--- src/rtl/req_gnt_responder.sv ---
// Responder side of the req/gnt handshake: latency-delayed registered grant,
// hold cap with timeout pulse, post-grant cooldown and saturating grant count.
module req_gnt_responder #(
  parameter int GNT_LATENCY = 2,
  parameter int MAX_HOLD    = 4,
  parameter int COOLDOWN    = 1,
  parameter int CNT_W       = 8
) (
  input  logic             clk,
  input  logic             rst,
  input  logic             req,
  output logic             gnt,
  output logic             busy,
  output logic             timeout,
  output logic [CNT_W-1:0] gnt_count
);

  localparam int LW = $clog2(GNT_LATENCY + 1);
  localparam int HW = (MAX_HOLD > 1) ? $clog2(MAX_HOLD) : 1;
  localparam int CW = (COOLDOWN > 1) ? $clog2(COOLDOWN) : 1;

  generate
    if (GNT_LATENCY < 1) begin : g_bad_lat
      $error("GNT_LATENCY must be >= 1");
    end
    if (MAX_HOLD < 1) begin : g_bad_hold
      $error("MAX_HOLD must be >= 1");
    end
    if (COOLDOWN < 0) begin : g_bad_cool
      $error("COOLDOWN must be >= 0");
    end
  endgenerate

  typedef enum logic [1:0] {
    IDLE,
    WAIT,
    GRANT,
    COOL
  } state_t;

  state_t state, state_n;

  logic [LW-1:0] lat_cnt, lat_n;
  logic [HW-1:0] hold_cnt, hold_n;
  logic [CW-1:0] cool_cnt, cool_n;
  logic          to_n;
  logic          enter;

  always_comb begin
    state_n = state;
    lat_n   = lat_cnt;
    hold_n  = hold_cnt;
    cool_n  = cool_cnt;
    to_n    = 1'b0;
    unique case (state)
      IDLE: begin
        if (req) begin
          lat_n   = LW'(1);
          hold_n  = '0;
          state_n = (GNT_LATENCY == 1) ? GRANT : WAIT;
        end
      end
      WAIT: begin
        if (!req) begin
          state_n = IDLE;
        end else if (lat_cnt == LW'(GNT_LATENCY)) begin
          state_n = GRANT;
          hold_n  = '0;
        end else begin
          lat_n = lat_cnt + LW'(1);
        end
      end
      GRANT: begin
        // Only a cap-limited exit with req still high is a timeout.
        if (!req || hold_cnt == HW'(MAX_HOLD - 1)) begin
          to_n    = req;
          cool_n  = '0;
          state_n = (COOLDOWN == 0) ? IDLE : COOL;
        end else begin
          hold_n = hold_cnt + HW'(1);
        end
      end
      COOL: begin
        if (cool_cnt == CW'(COOLDOWN - 1)) begin
          state_n = IDLE;
        end else begin
          cool_n = cool_cnt + CW'(1);
        end
      end
      default: state_n = IDLE;
    endcase
  end

  assign enter = (state_n == GRANT) && (state != GRANT);

  always_ff @(posedge clk or posedge rst) begin
    if (rst) begin
      state     <= IDLE;
      lat_cnt   <= '0;
      hold_cnt  <= '0;
      cool_cnt  <= '0;
      gnt       <= 1'b0;
      busy      <= 1'b0;
      timeout   <= 1'b0;
      gnt_count <= '0;
    end else begin
      state    <= state_n;
      lat_cnt  <= lat_n;
      hold_cnt <= hold_n;
      cool_cnt <= cool_n;
      gnt      <= (state_n == GRANT);
      busy     <= (state_n != IDLE);
      timeout  <= to_n;
      if (enter && gnt_count != {CNT_W{1'b1}}) begin
        gnt_count <= gnt_count + CNT_W'(1);
      end
    end
  end

endmodule

--- config.mk ---
export PLATFORM = sky130hd
export DESIGN_NAME = req_gnt_responder
export DESIGN_NICKNAME = d
export VERILOG_FILES = /design/src/rtl/req_gnt_responder.sv
export SDC_FILE = /design/constraint.sdc
export NUM_CORES = 1
export LEC_CHECK = 0
export CORE_MARGIN = 4
export CORE_UTILIZATION = 40
export CTS_CLUSTER_DIAMETER = 100
export DETAILED_ROUTE_END_ITERATION = 7
export PLACE_DENSITY = 0.65
export SLEW_MARGIN = 40
export SYNTH_ARGS = -nofsm -noshare
export SYNTH_HDL_FRONTEND = slang
export SYNTH_SLANG_ARGS = --single-unit
--- constraint.sdc ---
create_clock -name clk -period 1.7 [get_ports clk]
set_clock_uncertainty 0.05 [all_clocks]
set_input_delay 0.34 -clock clk [delete_from_list [all_inputs] [get_ports clk]]
set_output_delay 0.34 -clock clk [all_outputs]
set_load 0.01 [all_outputs]
==> metrics.md <==
| Metric | Value |
|---|---|
| Buffers and inverters on the worst path | 1 |
| Share of synthesized flip-flops with an asynchronous set or reset | 1.000 |
| Placer congestion estimate | approximately 0.79 |
| CTS Hold Bufs | 0 |
| Cell breakdown of the critical path | clkdlybuf4s50_1 |
| Most Crowded Layer GR | met2 |
| Count of nets after finishing | between 100 and 150 |
| Y dimension of the die | 55.23 µm |
| Flip-flop and latch count after synthesis | 17 |
| Total count of max-transition violations in the final report | 0 |
| Predominant post-synthesis flop cell | sky130_fd_sc_hd__dfrtp_1 |
| Starting DRC count in detailed routing | 1 |
| Synth Cell Area | 892.1 µm² |
| Worst path top cell family by delay | buffers and inverters |
| Area of the die | slightly above 3000 µm² |
| Slowest-stage cell, CP | sky130_fd_sc_hd__clkdlybuf4s50_1 |
| Met2 Resource Use GR | 0.1774 |
| Layout overhead on the synthesized area | 28.47% |
| Number of buffer cells added on primary ports | 13 |
| Vias per inst | roughly 5.0 |
| Maximum single-stage delay on the critical path | between 0.5 and 0.6 ns |
| Ports | 14 |
| Floorplan core area | around 2000 µm² |
| Category of the most critical setup path | reg2out |
| Yosys warning total | 0 |
| Number of cells produced by synthesis | 80 |
| Maximum net fanout on the critical path | 5 |
| Top library cells by usage in the layout, fill and taps aside | sky130_fd_sc_hd__dfrtp_1 (15), sky130_fd_sc_hd__clkdlybuf4s50_1 (13), sky130_fd_sc_hd__buf_4 (10) |
| Antenna violations before repair | 0 |
| Final critical delay including setup and external delays | 1.664 ns |
| Multi-input gate area in the final layout | between 400 and 500 µm² |
| CTS root buf | sky130_fd_sc_hd__clkbuf_4 |
| Worst Hold Class | in2async |
| Avg Inst Size Synth | between 10 and 15 µm² |
| Register cell area after layout | approximately 430 µm² |
| Row count | 16 |
| Required time at the endpoint of the critical path | between 1 and 1.5 ns |
| Met1 Use GR | 0.1439 |
| Most common cell after layout, fill and taps aside | sky130_fd_sc_hd__dfrtp_1 |
| Hold violation count in the final report | 0 |
| Skew-Pair Late Insertion Delay | ~0.28 ns |
| Run status | finished, final reports clean |
| Antenna Diode Count | 0 |
| Setup crit end kind | output pin |
| Mapped Nets | between 80 and 90 |
| Global-route wire length before repair | 2.766 mm |
| Max cap viols | 0 |
| Number of library cell types mapped by synthesis | 35 |
| Count of H-tree levels built during CTS | 1 |
| Wirelength, routed | 1.636 mm |
| Layout fillers | ~190 |
| Via count of the first global-routing pass | around 640 |
| Worst IR Drop VDD | a little under 700 µV |
| Total Routing Usage GR | 0.1115 |
| Num CTS Buffers | 3 |
| Unrepaired setup endpoints after global routing | no |
| TritonCTS clock tree | built |
| Die boundary width | between 50 and 60 µm |
| Power density relative to cell area | just over 900 nW/µm² |
| First drt pass iteration count | 3 |
| Placed instance count | 124 |
| Maximum frequency from static timing analysis | approximately 0.6 GHz |
| Share of cells above drive strength 1 | 0.2381 |
| Final setup violation count | 0 |
| Number of sinks driven by the clock tree | 17 |
| Post-Layout Cell Count | about 130 |
| Number of DRC violations after detailed routing | 0 |
| Largest net degree at the start of global routing | 18 |
| Number of synthesized flops with an enable pin | 0 |
| Normalized max-slew margin | 0.7753 |
| Bufs on Longest Clock Path | 2 |
| Antenna-violating nets left | 0 |
| Worst-case setup slack after placement | -0.09052 ns |
| Wire length per cell after detailed routing | between 10 and 15 µm |
| Global route total overflow | 0 |
| CTS clock-pin slew for the worst setup and hold paths | ~0.10 ns |
| Starting density of the core | 0.4369 |
| Detailed placer's ending HPWL | roughly 1.2 mm |
| Global-route track usage on met3 | 0.02331 |
| Slew at the pin with the worst max-slew slack | 0.3370 ns |
| Data arrival time at the worst-slack endpoint | around 1.3 ns |
| Critical Path Start Type | flip-flop |
| Routed via count | between 600 and 700 |
| Final setup slack of the worst path | 0.03641 ns |
| Leakage power figure | between 0.5 and 0.6 nW |
| Period utilisation layout | 0.9786 |
| Sequential share of the synthesized area | 0.4769 |
| Worst hold slack | about 0.3 ns |
-- worst min-delay path, stage by stage --
cell and delay, ns:
sky130_fd_sc_hd__clkdlybuf4s50_1 0.39, sky130_fd_sc_hd__inv_1 0.05, sky130_fd_sc_hd__buf_4 0.23
-- sequential cells by signal, summed over array words and instances (netlist names) --
name,count
state,2
lat_cnt,2
gnt_count,8
busy,1
timeout,1
hold_cnt,2
gnt,1
-- where the power goes --
group	internal [W]	switching [W]
sequential	0.000471	0.0000803
clock	0.0000910	0.000117
combinational	0.000181	0.000127
-- kinds of logic (layout without fill, tap and decap cells) --
group           count (synthesis)  in the layout  share of synthesized area
buf+inv                         8             33                    0.04347
mux                             5              5                    0.06731
xor+xnor                        2              2                    0.01964
simple gates                   29             29                     0.2230
fa+ha+maj                       3              3                    0.04208
compound gates                 16             16                     0.1276
flops                          17             17                     0.4769
-- through the flow --
step                total power [W]  TNS, ns  instance area (µm²)    util
floorplan                 0.0007511        0                892.1       -
finish                     0.001067        0                 1146  0.5613
global placement          0.0008570  -0.2600                 1085  0.5313
global route               0.001148        0                 1146  0.5613
CTS                        0.001080        0                 1114  0.5453
detailed placement        0.0008699  -0.4419                 1085  0.5313
-- repair_timing --
action                     4_1_cts  5_1_grt
setup buffers                    0        4
setup endpoints to repair        2        7
gates resized for setup          2        1
-- final timing paths --
check	to	startpoint	slack, ns	cells past startpoint
max	gnt_count[0]	gnt_count[0]$_DFFE_PP0P_	0.04	1
min	gnt_count[0]$_DFFE_PP0P_	rst	0.30	3
max reg2reg	gnt_count[1]$_DFFE_PP0P_	gnt_count[0]$_DFFE_PP0P_	0.13	4
min reg2reg	lat_cnt[1]$_DFFE_PP0P_	lat_cnt[1]$_DFFE_PP0P_	0.47	1
max in group asynchronous	gnt_count[2]$_DFFE_PP0P_	rst	1.09	3
min in group clk	lat_cnt[1]$_DFFE_PP0P_	lat_cnt[1]$_DFFE_PP0P_	0.47	1
-- Yosys cell counts, drive strengths merged, types with 2 or more instances --
cell / number / area [µm²]
dfrtp: 17 / 425.4
inv: 6 / 22.52
a21oi: 5 / 25.02
mux2: 5 / 60.05
nand2: 5 / 18.77
nor2: 4 / 15.01
nor2b: 4 / 25.02
ha: 3 / 37.54
nand3: 3 / 15.01
and3: 2 / 12.51
buf: 2 / 16.26
nand2b: 2 / 12.51
nor3: 2 / 15.01
o21a: 2 / 15.01
o21ai: 2 / 13.76
xnor2: 2 / 17.52
-- area by class of cell --
class,instances,area share
Multi-Input combinational cell,55,0.3755
Sequential cell,17,0.3734
Tap cell,27,0.02948
Inverter,6,0.01965
Clock buffer,4,0.02293
Timing Repair Buffer,23,0.1790
-- routing by layer --
metal | part of all wire | up-vias
met3 | 0.032 | 4
met5 | 0 | -
met2 | 0.49 | 10
met1 | 0.46 | 309
met4 | 0.019 | 0
li1 | - | 336
Power figures use the tool's default switching activity.
